--- src/rtl/pwm_deadtime_monitor.sv ---
// Receive-side checker for a complementary P/N gate pair: measures on-times, dead-time
// gaps and period per PWM cycle, and flags shoot-through, dead-time shortfall and timeout.
module pwm_deadtime_monitor #(
  parameter int CNT_W       = 16,
  parameter int SYNC_STAGES = 2
) (
  input  logic             clk,
  input  logic             reset_n,
  input  logic             enable,
  input  logic             pwm_p_in,
  input  logic             pwm_n_in,
  input  logic [7:0]       min_dead_cycles,
  input  logic             clear_flags,
  output logic [CNT_W-1:0] period_cycles,
  output logic [CNT_W-1:0] p_high_cycles,
  output logic [CNT_W-1:0] n_high_cycles,
  output logic [CNT_W-1:0] dead_pn_cycles,
  output logic [CNT_W-1:0] dead_np_cycles,
  output logic             meas_valid,
  output logic             shoot_through,
  output logic             dead_violation,
  output logic             timeout
);

  localparam int              EW     = CNT_W + 8;
  localparam logic [CNT_W-1:0] ONE    = {{(CNT_W-1){1'b0}}, 1'b1};
  localparam logic [CNT_W-1:0] CMAX   = '1;
  localparam logic [CNT_W-1:0] SAT_M1 = {{(CNT_W-1){1'b1}}, 1'b0};
  localparam logic [1:0]       S_P    = 2'b10;
  localparam logic [1:0]       S_N    = 2'b01;
  localparam logic [1:0]       S_Z    = 2'b00;

  typedef enum logic [2:0] {HUNT, P_ON, DEAD_PN, N_ON, DEAD_NP} state_t;

  typedef struct packed {
    logic [CNT_W-1:0] per;
    logic [CNT_W-1:0] ph;
    logic [CNT_W-1:0] dpn;
    logic [CNT_W-1:0] nh;
    logic [CNT_W-1:0] dnp;
  } cnt_t;

  function automatic logic [CNT_W-1:0] sat_inc(input logic [CNT_W-1:0] v);
    return (v == CMAX) ? v : v + ONE;
  endfunction

  // A P rise opens a new period and is its first counted sample.
  function automatic cnt_t restart();
    cnt_t c;
    c     = '0;
    c.per = ONE;
    c.ph  = ONE;
    return c;
  endfunction

  logic [1:0]                  pins;
  logic [1:0][SYNC_STAGES-1:0] sync_q;
  logic [1:0]                  s, prev_s;
  state_t                      state, state_d;
  cnt_t                        cnt, cnt_d;
  logic                        publish, st_set, to_set, viol;

  assign pins = {pwm_p_in, pwm_n_in};

  always_ff @(posedge clk or negedge reset_n) begin
    if (!reset_n) sync_q <= '0;
    else for (int i = 0; i < 2; i++) sync_q[i] <= {sync_q[i][SYNC_STAGES-2:0], pins[i]};
  end

  assign s = {sync_q[1][SYNC_STAGES-1], sync_q[0][SYNC_STAGES-1]};

  always_comb begin
    state_d = state;
    cnt_d   = cnt;
    publish = 1'b0;
    st_set  = 1'b0;
    to_set  = 1'b0;
    if (!enable) begin
      state_d = HUNT;
      cnt_d   = '0;
    end else if (s == 2'b11) begin
      st_set  = 1'b1;
      state_d = HUNT;
      cnt_d   = '0;
    end else if (state != HUNT && cnt.per == SAT_M1) begin
      // this increment would saturate the period counter
      to_set  = 1'b1;
      state_d = HUNT;
      cnt_d   = '0;
    end else begin
      if (state != HUNT) cnt_d.per = sat_inc(cnt.per);
      case (state)
        HUNT: if (s == S_P && prev_s != S_P) begin
          state_d = P_ON;
          cnt_d   = restart();
        end
        P_ON: case (s)
          S_P: cnt_d.ph = sat_inc(cnt.ph);
          S_Z: begin state_d = DEAD_PN; cnt_d.dpn = ONE; end
          S_N: begin state_d = N_ON; cnt_d.dpn = '0; cnt_d.nh = ONE; end
          default: ;
        endcase
        DEAD_PN: case (s)
          S_Z: cnt_d.dpn = sat_inc(cnt.dpn);
          S_N: begin state_d = N_ON; cnt_d.nh = ONE; end
          S_P: begin state_d = P_ON; cnt_d = restart(); end
          default: ;
        endcase
        N_ON: case (s)
          S_N: cnt_d.nh = sat_inc(cnt.nh);
          S_Z: begin state_d = DEAD_NP; cnt_d.dnp = ONE; end
          S_P: begin publish = 1'b1; state_d = P_ON; cnt_d = restart(); end
          default: ;
        endcase
        DEAD_NP: case (s)
          S_Z: cnt_d.dnp = sat_inc(cnt.dnp);
          S_P: begin publish = 1'b1; state_d = P_ON; cnt_d = restart(); end
          S_N: begin state_d = HUNT; cnt_d = '0; end
          default: ;
        endcase
        default: begin state_d = HUNT; cnt_d = '0; end
      endcase
    end
  end

  assign viol = publish && (min_dead_cycles != 8'd0) &&
                ((EW'(cnt.dpn) < EW'(min_dead_cycles)) || (EW'(cnt.dnp) < EW'(min_dead_cycles)));

  always_ff @(posedge clk or negedge reset_n) begin
    if (!reset_n) begin
      state          <= HUNT;
      cnt            <= '0;
      prev_s         <= '0;
      period_cycles  <= '0;
      p_high_cycles  <= '0;
      n_high_cycles  <= '0;
      dead_pn_cycles <= '0;
      dead_np_cycles <= '0;
      meas_valid     <= 1'b0;
      shoot_through  <= 1'b0;
      dead_violation <= 1'b0;
      timeout        <= 1'b0;
    end else begin
      state      <= state_d;
      cnt        <= cnt_d;
      prev_s     <= s;
      meas_valid <= publish;
      if (publish) begin
        period_cycles  <= cnt.per;
        p_high_cycles  <= cnt.ph;
        n_high_cycles  <= cnt.nh;
        dead_pn_cycles <= cnt.dpn;
        dead_np_cycles <= cnt.dnp;
      end
      // set beats a same-cycle clear
      shoot_through  <= st_set | (shoot_through  & ~clear_flags);
      dead_violation <= viol   | (dead_violation & ~clear_flags);
      timeout        <= to_set | (timeout        & ~clear_flags);
    end
  end

endmodule

--- config.mk ---
export PLATFORM = sky130hd
export DESIGN_NAME = pwm_deadtime_monitor
export DESIGN_NICKNAME = d
export VERILOG_FILES = /design/src/rtl/pwm_deadtime_monitor.sv
export SDC_FILE = /design/constraint.sdc
export NUM_CORES = 1
export LEC_CHECK = 0
export BUFFER_PORTS_ARGS = -buffer_cell sky130_fd_sc_hd__buf_2
export CAP_MARGIN = 20
export CORE_ASPECT_RATIO = 0.9
export CORE_MARGIN = 2
export CORE_UTILIZATION = 53
export DETAILED_ROUTE_END_ITERATION = 7
export PLACE_DENSITY = 0.85
export SLEW_MARGIN = 20
export SYNTH_ARGS = -nofsm -noshare
export SYNTH_HDL_FRONTEND = slang
export SYNTH_SLANG_ARGS = --single-unit
--- constraint.sdc ---
create_clock -name clk -period 2.4 [get_ports clk]
set_input_delay 0.48 -clock clk [delete_from_list [all_inputs] [get_ports clk]]
set_output_delay 0.48 -clock clk [all_outputs]
set_load 0.02 [all_outputs]
==> impl_metrics.ini <==
[outcome]
status = finished, violations left
violations = negative hold slack

[setup_path]
crit_path_end_kind = register
cp-start-kind = register
worstReg2RegEnd = cnt[38]
r2r-start = s[0]
cp_max_fo = 5
path_class = reg -> reg
r2r_setup_slack_ns = 0.10
ff2ff_path_depth = 8
critical_path_required_ns = 2.75
crit_start = s[0]
arrival_ns = 2.65

[timing]
period_minus_slack_ns = 2.296
slew_headroom = 0.6157
holdWs_ns = -0.01471
clock_skew_ns = 0.009364
slew_violations = 0
tightest_slew_ns = 0.5749
setup_slack_ns = 0.1039
fin_crit_sh = 0.9567
setup_violations = 0
hold_viol = 6
clock.fmax_ghz = 0.4355

[route]
wl_per_cell_um = 17.28
drt_iter0_drc = 785
drc = 0
wl_mm = 20.77
via_per_inst = 6.042
routed-via-count = 7262
drtAntennaViolNets = 0
dr.pass1.iters = 6

[clock_tree]
cts_made_buffers = 17
hold_buffers = 0
insertion_delay_ns = 0.44
clk_pin_slew_worst_paths_ns = 0.07
root_buffer = clkbuf_16
cts_num_sinks = 173
htreeDepth = 4
cts_buffer_depth = 2
cts_tree = done

[logic_synthesis]
synth_edf_count = 0
async_flop_share = 1.000
synth_largest_area_cell = dfrtp_1
synthTopCellsByArea = dfrtp_1 49%, mux2_2 10%, ha_1 3.4%
yosysWarnings = 0
ys_ff_latch = 173
synthCells = 843
ys_seq_area_frac = 0.4888
ys_top_cells_by_count = 173 x dfrtp_1, 80 x mux2_2, 74 x nor2_1
ys.flop_type = dfrtp_1
syn_area_per_cell_um2 = 10.51
synth_nets = 881
yosysTopAreaCellShare = 0.4888
synth_area_um2 = 8856
synth_most_common_cell = dfrtp_1
ys_types = 74

[finish]
areaGrowthSynthToFinish_pct = 19.86
final.fill_count = 1195
drive_gt1_frac = 0.3055
nets = 1020
n_antenna_cell = 0

[placed_design]
globalplace.congestion = 0.9036
preCtsSetupSlack_ns = -0.01712
numPortBuffers = 97
dp_hpwl_mm = 14.42

[pwr]
power.leakage_nw = 5.129
pwr_density_cell_nw_per_um2 = 630.8
ir_drop_mv = 0.4748

[global_route]
grt_start_max_net_pins = 52
gr-usage-all-layers = 0.2405
antenna_found_initial = 0
grt_pass1_wl_mm = 34.71
grt_pass1_vias = 6882
grt_overflow_total = 0

[die]
die_w_um = 140.3
pin_count = 98
die_h_um = 126.6
die-area_um2 = 17760
start_util = 0.5453
rows = 44
core-area_um2 = 16240

[run]
cap_violations = 0

[worst_hold_path]
holdCritPathClass = in -> async
==> layout by cell type (no fill, tap or decap), types with 5 or more instances in the layout <==
| cell | synthesis | final |
|---|---|---|
| buf_4 | 4 | 53 |
| inv_1 | 22 | 22 |
| o211ai_1 | 8 | 8 |
| ha_1 | 24 | 24 |
| and3_1 | 19 | 18 |
| nor3_1 | 19 | 19 |
| or3_1 | 11 | 11 |
| a31oi_1 | 10 | 9 |
| and2_1 | 5 | 5 |
| nand2_1 | 49 | 49 |
| buf_12 | 0 | 8 |
| nand4_1 | 19 | 19 |
| dfrtp_1 | 173 | 171 |
| mux2_2 | 80 | 80 |
| nand2b_1 | 9 | 9 |
| buf_2 | 20 | 96 |
| nand3b_1 | 6 | 6 |
| clkbuf_16 | 0 | 17 |
| o31ai_1 | 6 | 6 |
| nor4_1 | 8 | 6 |
| o21ai_0 | 49 | 48 |
| o41ai_1 | 7 | 6 |
| o21a_1 | 5 | 5 |
| nor2_1 | 74 | 74 |
| xor2_1 | 17 | 17 |
| mux2i_1 | 5 | 5 |
| nand3_1 | 53 | 52 |
| inv_6 | 0 | 5 |
| xnor2_1 | 7 | 7 |
| a21oi_1 | 34 | 32 |
==> registers in the layout, indices dropped and copies added, names as in the netlist <==
signal and count:
cnt 80, dead_np_cycles 16, dead_pn_cycles 16, dead_violation 1, meas_valid 1, n_high_cycles 16, p_high_cycles 16, period_cycles 16
prev_s 2, s 2, shoot_through 1, state 3, sync_q 2, timeout 1
==> metal layers <==
metal	track usage	wire [um]
met1	0.3398	9410
met2	0.3751	9653
met3	0.04417	1235
met4	0.08794	465
met5	0	0
==> cells by family after synthesis <==
group,share of synthesized area
and+or+nand+nor,0.1827
DFF,0.4888
AOI/OAI and AO/OA,0.1327
muxes,0.1074
buffers and inverters,0.03080
xor gates and xnor gates,0.02374
adders and majority gates,0.03391
==> where the power goes <==
group	switching [mW]	leakage (nW)	total, mW	internal (mW)
sequential	0.0413	2.40	2.99	2.95
combinational	0.614	2.46	1.01	0.392
clock	1.24	0.277	2.70	1.46
total	1.89	5.13	6.70	4.81
==> critical path: stages (launching register included) <==
cell,delay (ns)
dfrtp_1,0.39
inv_1,0.08
ha_1,0.25
buf_4,0.17
nor3b_4,0.23
nand2_2,0.14
a2111o_1,0.39
or3_1,0.37
a21oi_1,0.19
==> repair_timing <==
item,in CTS,in global routing
setup buffers,0,2
gates resized for setup,0,13
endpoints found under the hold margin,0,0
setup endpoints to repair,0,37
==> final cells by class <==
class | count | area (um2) | share of cell area
clock buffers | 17 | 425.4 | 0.04008
clock inverters | 15 | 148.9 | 0.01403
inverters | 22 | 82.58 | 0.007779
multi-input cells | 610 | 4318 | 0.4068
flip-flops and latches | 173 | 4332 | 0.4081
well taps | 207 | 259.0 | 0.02440
repair buffers | 158 | 1050 | 0.09889
==> worst max-delay path by stage <==
stage	depth (start not counted)	slack, ns	endpoint
6_report	8	0.10	cnt[38]
5_1_grt	9	-0.04	cnt[46]
4_1_cts	8	0.03	cnt[32]
3_5_place_dp	9	-0.02	dead_violation
3_3_place_gp	9	0.12	dead_violation
2_1_floorplan	9	0.17	cnt[44]
==> per-stage QoR <==
stage                     power, mW  std cells  cell area [um2]  setup TNS (ns)    util
after floorplan               3.597        843             8856               0       -
after global placement        3.979       1168             9973               0  0.6141
after detailed placement      4.001       1168             9973        -0.01712  0.6141
after CTS                     6.707       1200            10550               0  0.6495
after global routing          6.964       1202            10620         -0.2646  0.6536
final                         6.696       1202            10620               0  0.6536
No activity file was read; power rests on OpenSTA's default activity.
